**src/rtl/jtkicker_obj_romslot.sv**
```systemverilog
// ============================================================================
// Module   : jtkicker_obj_romslot
// Brief    : One-entry 32-bit word cache for the object engine. A miss is
//            filled as two 16-bit SDRAM reads (low half, then high half).
// Revision : 1.0  initial release
// ============================================================================
`default_nettype none

module jtkicker_obj_romslot #(
    parameter int AW = 14
) (
    input  logic          clk,
    input  logic          rst,
    input  logic          rom_cs,
    input  logic [AW-1:0] rom_addr,
    output logic [31:0]   rom_data,
    output logic          rom_ok,
    input  logic          dwn,
    output logic          sdram_req,
    output logic [AW:0]   sdram_addr,
    input  logic          sdram_ack,
    input  logic          sdram_dst,
    input  logic [15:0]   sdram_din
);

    typedef enum logic [2:0] {
        IDLE = 3'd0,
        REQ0 = 3'd1,
        DAT0 = 3'd2,
        REQ1 = 3'd3,
        DAT1 = 3'd4
    } state_t;

    state_t        r_state;
    state_t        w_state_nxt;

    logic [AW-1:0] r_tag;
    logic [AW-1:0] r_pend;
    logic          r_valid;
    logic [31:0]   r_data;
    logic          r_sdram_req;
    logic [AW:0]   r_sdram_addr;
    logic          r_dwn_seen;

    logic          w_hit;
    logic          w_start;
    logic          w_ack_take;
    logic          w_lo_load;
    logic          w_hi_load;

    assign w_hit      = r_valid & (r_tag == rom_addr);
    assign rom_ok     = rom_cs & w_hit & ~dwn;
    assign rom_data   = r_data;
    assign sdram_req  = r_sdram_req;
    assign sdram_addr = r_sdram_addr;

    always_ff @(posedge clk or posedge rst) begin
        if (rst) begin
            r_state <= IDLE;
        end else begin
            r_state <= w_state_nxt;
        end
    end

    // Acks and strobes only count in the state that waits for them.
    always_comb begin
        w_state_nxt = r_state;
        w_start     = 1'b0;
        w_ack_take  = 1'b0;
        w_lo_load   = 1'b0;
        w_hi_load   = 1'b0;
        case (r_state)
            IDLE: begin
                if (rom_cs && !w_hit && !dwn) begin
                    w_start     = 1'b1;
                    w_state_nxt = REQ0;
                end
            end
            REQ0: begin
                if (sdram_ack) begin
                    w_ack_take  = 1'b1;
                    w_state_nxt = DAT0;
                end
            end
            DAT0: begin
                if (sdram_dst) begin
                    w_lo_load   = 1'b1;
                    w_state_nxt = REQ1;
                end
            end
            REQ1: begin
                if (sdram_ack) begin
                    w_ack_take  = 1'b1;
                    w_state_nxt = DAT1;
                end
            end
            DAT1: begin
                if (sdram_dst) begin
                    w_hi_load   = 1'b1;
                    w_state_nxt = IDLE;
                end
            end
            default: w_state_nxt = IDLE;
        endcase
    end

    always_ff @(posedge clk or posedge rst) begin
        if (rst) begin
            r_sdram_req  <= 1'b0;
            r_sdram_addr <= '0;
            r_pend       <= '0;
        end else begin
            if (w_start) begin
                r_pend       <= rom_addr;
                r_sdram_addr <= {rom_addr, 1'b0};
                r_sdram_req  <= 1'b1;
            end
            if (w_ack_take) begin
                r_sdram_req <= 1'b0;
            end
            if (w_lo_load) begin
                r_sdram_addr[0] <= 1'b1;
                r_sdram_req     <= 1'b1;
            end
        end
    end

    always_ff @(posedge clk or posedge rst) begin
        if (rst) begin
            r_data <= '0;
            r_tag  <= '0;
        end else begin
            if (w_lo_load) begin
                r_data[15:0] <= sdram_din;
            end
            if (w_hi_load) begin
                r_data[31:16] <= sdram_din;
                r_tag         <= r_pend;
            end
        end
    end

    // A download seen at any point of a fetch taints the word it returns,
    // even if dwn has already dropped again when the fill lands.
    always_ff @(posedge clk or posedge rst) begin
        if (rst) begin
            r_dwn_seen <= 1'b0;
            r_valid    <= 1'b0;
        end else begin
            if (w_start) begin
                r_dwn_seen <= 1'b0;
            end else if (dwn && r_state != IDLE) begin
                r_dwn_seen <= 1'b1;
            end
            if (dwn || w_start) begin
                r_valid <= 1'b0;
            end else if (w_hi_load) begin
                r_valid <= ~r_dwn_seen;
            end
        end
    end

endmodule

`default_nettype wire
```
**config.mk**
```make
export PLATFORM = sky130hd
export DESIGN_NAME = jtkicker_obj_romslot
export DESIGN_NICKNAME = d
export VERILOG_FILES = /design/src/rtl/jtkicker_obj_romslot.sv
export SDC_FILE = /design/constraint.sdc
export NUM_CORES = 1
export LEC_CHECK = 0
export ABC_AREA = 1
export CAP_MARGIN = 10
export CELL_PAD_IN_SITES_DETAIL_PLACEMENT = 1
export CELL_PAD_IN_SITES_GLOBAL_PLACEMENT = 2
export CORE_AREA = 2 2 104 106
export DETAILED_ROUTE_END_ITERATION = 8
export DIE_AREA = 0 0 106 108
export PLACE_DENSITY = 0.92
export SYNTH_ARGS = -nofsm -noshare
export SYNTH_HDL_FRONTEND = slang
export SYNTH_SLANG_ARGS = --single-unit
```
**constraint.sdc**
```tcl
create_clock -name clk -period 3.5 [get_ports clk]
set_input_delay 0.7 -clock clk [delete_from_list [all_inputs] [get_ports clk]]
set_output_delay 0.7 -clock clk [all_outputs]
set_load 0.02 [all_outputs]
```
==> run metrics, run 1 <==
remaining antenna violation count 0; average footprint of a synthesized cell 8.49 sq um; clock tree from TritonCTS yes; Pre-Repair DR Iteration Count 4; cell area after technology mapping 2920 sq um; clock sink total between 60 and 70; result of the run finished clean; DRC marker count from the first detailed-route iteration 54; P per Cell Area 885 nW/um^2; Sum Neg Setup Slack 0 ns; via count 2496; number of global-route vias before repair 2677; number of resized instances in the post-cts repair step 0; global-route wire length before repair 13000 um; final hold violation count 0; Core Footprint 10200 sq um; achievable clock frequency 0.341 GHz; clock network fraction of design power 0.200; warning count from the yosys run 0; GRT overflow 0; fraction of power consumed by combinational cells 0.424; FF+latch count, synth 67; kind of cell adding the most delay to the critical path buffers and inverters; peak per-stage delay on the critical path 0.50 ns; Diodes inserted 0; Clock Pin Slew Worst Setup and Hold Paths around 0.070 ns; Worst slew margin 0.467; number of remaining DRC errors 0; transition time of the tightest slew-check pin 0.799 ns; wirelength, routed about 7500 um; maximum number of pins on one net before global-route repair 40; Psw approximately 1.4 mW; filler cell count 1213; kind of capture point of the worst setup path output port; share of the yosys chip area belonging to registers 0.574; number of rows created at floorplan 37; worst hold path class flop to flop; Non-Filler Instances 573; setup repair bufs after CTS 0; count of final max-slew check failures 0; Util after Layout 0.402; final cycle utilization of the critical path 0.838; TritonCTS buffer count 9; detailed-placement wirelength estimate 5360 um; clk_skew 0.0101 ns; post-placement cell count between 500 and 600; unrepaired setup endpoints after global routing no; number of distinct library cells after synthesis 21; post-detailed-route via-to-cell ratio ~4.4; Post-CTS Hold Buffers 0; deepest clock path buffer count 2; clk_lat worst skew 0.33 ns; DIE HEIGHT 108 um; largest vdd supply drop between 0.0003 and 0.0004 V; critical-path cell list clkdlybuf4s50_1 -> inv_1 -> nand2_1 -> nand2_1 -> nor2_1 -> nand2_1 -> nor2_2 -> nand2_2 -> nor3_1 -> dlymetal6s2s_1; fraction of power spent switching nets 0.378; Total Die Area between 10000 and 15000 sq um; post-synthesis net count 380; sequential cell fraction of total power 0.376; Clock H-tree levels 3; final net count 468; Leakage Power 2.02 nW; floorplan die width 106 um; Max stage delay cell, worst path sky130_fd_sc_hd__clkdlybuf4s50_1; number of ports placed on the die boundary 85; effective utilization at floorplan 0.286; nature of the critical path startpoint input pin; Area Growth Syn to Fin 40.7%; post-layout min period 2.93 ns; setup violators final 0; number of input and output port buffers inserted 84; number of antenna violations at the first check in global routing 0; largest fanout on the critical path 3; required arrival time at the worst endpoint 2.80 ns; routed length per placed instance 13.1 um; Total Routing Usage GR 0.144; Clock Root Buffer sky130_fd_sc_hd__clkbuf_8; Buf+Inv Stages, Crit Path 3; Top cell by count, worst path sky130_fd_sc_hd__nand2_1; number of maximum-capacitance violations 0; fraction of final layout cells with drive strength greater than 1 0.0870; WS Path Type input pin to output port; post-synthesis instance total 344; weighted congestion at the end of routability-driven global placement ~0.74; Internal Pwr Total 2.26 mW; signal arrival time at the worst endpoint 2.23 ns
## sequential cells by signal, summed over array words and instances (netlist names)
register	count
r_tag	14
r_state	3
rom_data	32
r_valid	1
sdram_req	1
r_dwn_seen	1
sdram_addr	15
## placed cells by master, fill, tap and decap left out, drive strengths merged
cell type and n:
clkinvlp 1, nor3 1, clkbuf 12, nor2 18, nand3b 1, xnor2 1
nand2 120, dlymetal6s2s 1, o21ai 62, dfrtp 67, clkinv 1, a21oi 1
clkdlybuf4s50 83, nand3 7, buf 4, bufinv 2, inv 55
## logic make-up (layout without fill, tap and decap cells)
family,count (synthesis),count (layout),share of synthesized area
simple gates,147,147,0.207
flops,67,67,0.574
buf+inv,66,159,0.0989
compound gates,63,63,0.117
xor+xnor,1,1,0.00300
## metrics by stage
step	setup slack, ns	area [sq um]	hold WS, ns	power [mW]
after floorplan	1.12	2920	0.446	2.21
after global placement	0.217	3880	0.454	2.88
after detailed placement	0.177	3880	0.473	2.94
after CTS	0.165	4110	0.495	3.70
after global routing	0.381	4110	0.517	3.93
final	0.568	4110	0.490	3.64
## final cells by class
cell class | instances | area [sq um] | area share
inverters | 55 | 206 | 0.0502
multi-input cells | 211 | 956 | 0.233
flip-flops and latches | 67 | 1680 | 0.408
clock inverters | 4 | 72.6 | 0.0177
repair buffers | 88 | 873 | 0.212
well taps | 136 | 170 | 0.0414
clock buffers | 12 | 155 | 0.0377
## Yosys cell counts
library cell               count  area, sq um
sky130_fd_sc_hd__o21ai_1      20          100
sky130_fd_sc_hd__clkbuf_2      2         10.0
sky130_fd_sc_hd__a21oi_1       1         5.00
sky130_fd_sc_hd__buf_6         2         22.5
sky130_fd_sc_hd__inv_2         3         11.3
sky130_fd_sc_hd__dfrtp_1      67         1680
sky130_fd_sc_hd__nor2_1       13         48.8
sky130_fd_sc_hd__nor2_4        2         22.5
sky130_fd_sc_hd__o21ai_0      35          175
sky130_fd_sc_hd__nand3_1       6         30.0
sky130_fd_sc_hd__buf_2         6         30.0
sky130_fd_sc_hd__nand3_4       1         17.5
sky130_fd_sc_hd__nand2_2       2         12.5
sky130_fd_sc_hd__buf_12        1         20.0
sky130_fd_sc_hd__xnor2_1       1         8.76
sky130_fd_sc_hd__nand3b_1      1         7.51
sky130_fd_sc_hd__o21ai_2       7         61.3
sky130_fd_sc_hd__nor3_1        1         5.00
sky130_fd_sc_hd__inv_1        52          195
sky130_fd_sc_hd__nor2_2        3         18.8
sky130_fd_sc_hd__nand2_1     118          443
## path summary, 6_finish.rpt
path / cells past startpoint / slack (ns) / from / end
worst max-delay path: 10 / 0.57 / rom_addr[8] / rom_ok
worst max register to register: 8 / 1.83 / r_state[1]$_DFFE_PP0P_ / rom_data[21]$_DFFE_PP0P_
max in group asynchronous: 3 / 1.86 / rst / r_tag[13]$_DFFE_PP0P_
worst min register to register: 2 / 0.49 / rom_data[30]$_DFFE_PP0P_ / rom_data[30]$_DFFE_PP0P_
min in group asynchronous: 2 / 0.84 / rst / rom_data[27]$_DFFE_PP0P_
worst min-delay path: 2 / 0.49 / rom_data[30]$_DFFE_PP0P_ / rom_data[30]$_DFFE_PP0P_
## power groups by stage
stage          clock, mW  sequential, mW  combinational [mW]
2_1_floorplan          0            1.64               0.575
3_3_place_gp           0            1.36                1.52
3_5_place_dp           0            1.37                1.56
4_1_cts            0.755            1.37                1.57
5_1_grt            0.788            1.42                1.72
6_report           0.727            1.37                1.54
## tightest hold or removal path: stages, from the launching register on
cell	delay, ns
sky130_fd_sc_hd__dfrtp_1	0.34
sky130_fd_sc_hd__nand2_1	0.05
sky130_fd_sc_hd__o21ai_1	0.06
## per-layer routing
metal  vias up  track usage  part of all wire  wire [um]
met5         -            0                 0          0
met4         0       0.0310            0.0057         43
met3         4       0.0627             0.072        542
met2        75        0.227              0.45       3390
met1      1190        0.185              0.47       3510
li1       1227            -                 -          -
No activity file was read; power rests on OpenSTA's default activity.
==> inputs of run 2 (changes only) <==
--- a/config.mk
+++ b/config.mk
@@ -9,10 +9,10 @@
 export CAP_MARGIN = 10
 export CELL_PAD_IN_SITES_DETAIL_PLACEMENT = 1
 export CELL_PAD_IN_SITES_GLOBAL_PLACEMENT = 2
-export CORE_AREA = 2 2 104 106
+export CORE_AREA = 2 2 114 116
 export DETAILED_ROUTE_END_ITERATION = 8
-export DIE_AREA = 0 0 106 108
-export PLACE_DENSITY = 0.92
+export DIE_AREA = 0 0 116 118
+export PLACE_DENSITY = 0.83
 export SYNTH_ARGS = -nofsm -noshare
 export SYNTH_HDL_FRONTEND = slang
 export SYNTH_SLANG_ARGS = --single-unit
==> constraint.sdc (replaced) <==
create_clock -name clk -period 2.61 [get_ports clk]
set_input_delay 0.522 -clock clk [delete_from_list [all_inputs] [get_ports clk]]
set_output_delay 0.522 -clock clk [all_outputs]
set_load 0.02 [all_outputs]
==> run metrics, run 2 (synthesis gave the netlist of run 1 again) <==
remaining antenna violation count 0; setup repair bufs after CTS 0; final cycle utilization of the critical path 0.949; number of global-route vias before repair 2824; unrepaired setup endpoints after global routing no; flip-flop count of the largest register after layout 32; global-route wire length before repair 13900 um; final net count 476; depth of the worst register-to-register path 11; Power Total between 5 and 6 mW; Clock Root Buffer sky130_fd_sc_hd__clkbuf_16; number of maximum-capacitance violations 0; most common cell after layout, fill and taps aside sky130_fd_sc_hd__nand2_1; GRT overflow 0; clock tree from TritonCTS yes; number of remaining DRC errors 0; clk_lat worst skew about 0.33 ns; WS Path Type input pin to output port; effective utilization at floorplan 0.235; maximum number of pins on one net before global-route repair 68; Sum Neg Setup Slack 0 ns; count of final max-slew check failures 0; Total Die Area 13700 sq um; Clock H-tree levels 3; RR Endpoint sdram_addr[7]$_DFFE_PP0P_; Clock Pin Slew Worst Setup and Hold Paths 0.05 ns; Top cell by count, worst path sky130_fd_sc_hd__nand2_1; pre-CTS setup slack -0.343 ns; nature of the critical path startpoint input pin; number of resized instances in the post-cts repair step 5; setup violators final 0; achievable clock frequency a little over 0.4 GHz; final hold violation count 0; Total Routing Usage GR 0.130; largest vdd supply drop between 0.0005 and 0.0006 V; largest fanout on the critical path 3; most frequent cells in the layout sky130_fd_sc_hd__nand2_1, sky130_fd_sc_hd__clkdlybuf4s50_1, sky130_fd_sc_hd__dfrtp_1, sky130_fd_sc_hd__inv_1, sky130_fd_sc_hd__o21ai_0; Worst slew margin 0.606; internal reg-to-reg setup slack 1.02 ns; peak per-stage delay on the critical path 0.51 ns; TritonCTS buffer count 9; Post-CTS Hold Buffers 0; number of input and output port buffers inserted 84; via count 2511; critical-path cell list clkdlybuf4s50_1 -> inv_1 -> nand2_1 -> nand2_1 -> nor2_1 -> nand2_1 -> nor2_2 -> nand2_2 -> nor3_1 -> buf_2; floorplan die width 116 um; clock sink total 67; Pre-Repair DR Iteration Count 4; Area Growth Syn to Fin 47.0%; transition time of the tightest slew-check pin 0.589 ns; Core Footprint 12400 sq um; Diodes inserted 0; detailed-placement wirelength estimate 5750 um; worst hold path class flop to flop; result of the run finished clean; DIE HEIGHT about 120 um; post-layout min period 2.48 ns; Hold Path Depth 2; post-layout worst setup margin about 0.13 ns; end point of the worst hold path sdram_addr[0]$_DFFE_PP0P_; kind of capture point of the worst setup path output port; deepest clock path buffer count 2; weighted congestion at the end of routability-driven global placement 0.739; Hold Crit Start sdram_addr[0]$_DFFE_PP0P_; Max stage delay cell, worst path sky130_fd_sc_hd__clkdlybuf4s50_1; clk_skew about 0.0060 ns; wirelength, routed 8090 um; routed length per placed instance about 13 um; post-detailed-route via-to-cell ratio 4.07; number of ports placed on the die boundary 85; fraction of final layout cells with drive strength greater than 1 0.0989; number of rows created at floorplan 41; required arrival time at the worst endpoint 2.09 ns; number of antenna violations at the first check in global routing 0; signal arrival time at the worst endpoint between 1.5 and 2 ns; DRC marker count from the first detailed-route iteration 91; source of the worst register-to-register timing path r_tag[6]$_DFFE_PP0P_; P per Cell Area 1200 nW/um^2; Leakage Power 2.08 nW
==> run 2: worst max-delay path by stage <==
stage,from,to,slack [ns],depth (start not counted)
2_1_floorplan,rst,r_dwn_seen$_DFFE_PP0P_,0.40,1
3_3_place_gp,rom_addr[8],rom_ok,-0.34,10
3_5_place_dp,rom_addr[8],rom_ok,-0.34,10
4_1_cts,rom_addr[8],rom_ok,0.09,10
5_1_grt,rom_addr[8],rom_ok,0.008,10
6_report,rom_addr[2],rom_ok,0.13,10
==> run 2: per-layer routing <==
layer  share of wire  up-vias  track usage
li1                -     1244            -
met1            0.42     1185        0.147
met2            0.47       71        0.211
met3           0.092       11       0.0649
met4           0.018        0       0.0469
met5               0        -            0
==> run 2: power by group <==
| part | switching, mW | internal [mW] |
|---|---|---|
| clock network | 0.433 | 0.765 |
| registers | 0.311 | 1.52 |
| logic | 1.16 | 0.953 |
==> run 2: stage by stage <==
step / cells / hold slack [ns] / instance area [sq um] / utilization
final: 617 / 0.479 / 4290 / 0.346
after CTS: 617 / 0.486 / 4290 / 0.346
after floorplan: 344 / 0.446 / 2920 / -
after global placement: 601 / 0.458 / 4010 / 0.323
after detailed placement: 601 / 0.469 / 4010 / 0.323
after global routing: 617 / 0.509 / 4290 / 0.346
==> run 2: area by class of cell <==
cell class                      count  area [sq um]
Clock buffer                       14           254
Clock inverter                      2          35.0
Fill cell                        1488          8120
Inverter                           55           206
Multi-Input combinational cell    211           956
Sequential cell                    67          1680
Tap cell                          172           215
Timing Repair Buffer               96           951
==> run 2: critical path: cells and delay by family <==
family                 cells  cell delay [ns]
buffers and inverters      3             0.77
and+or+nand+nor            7             0.65
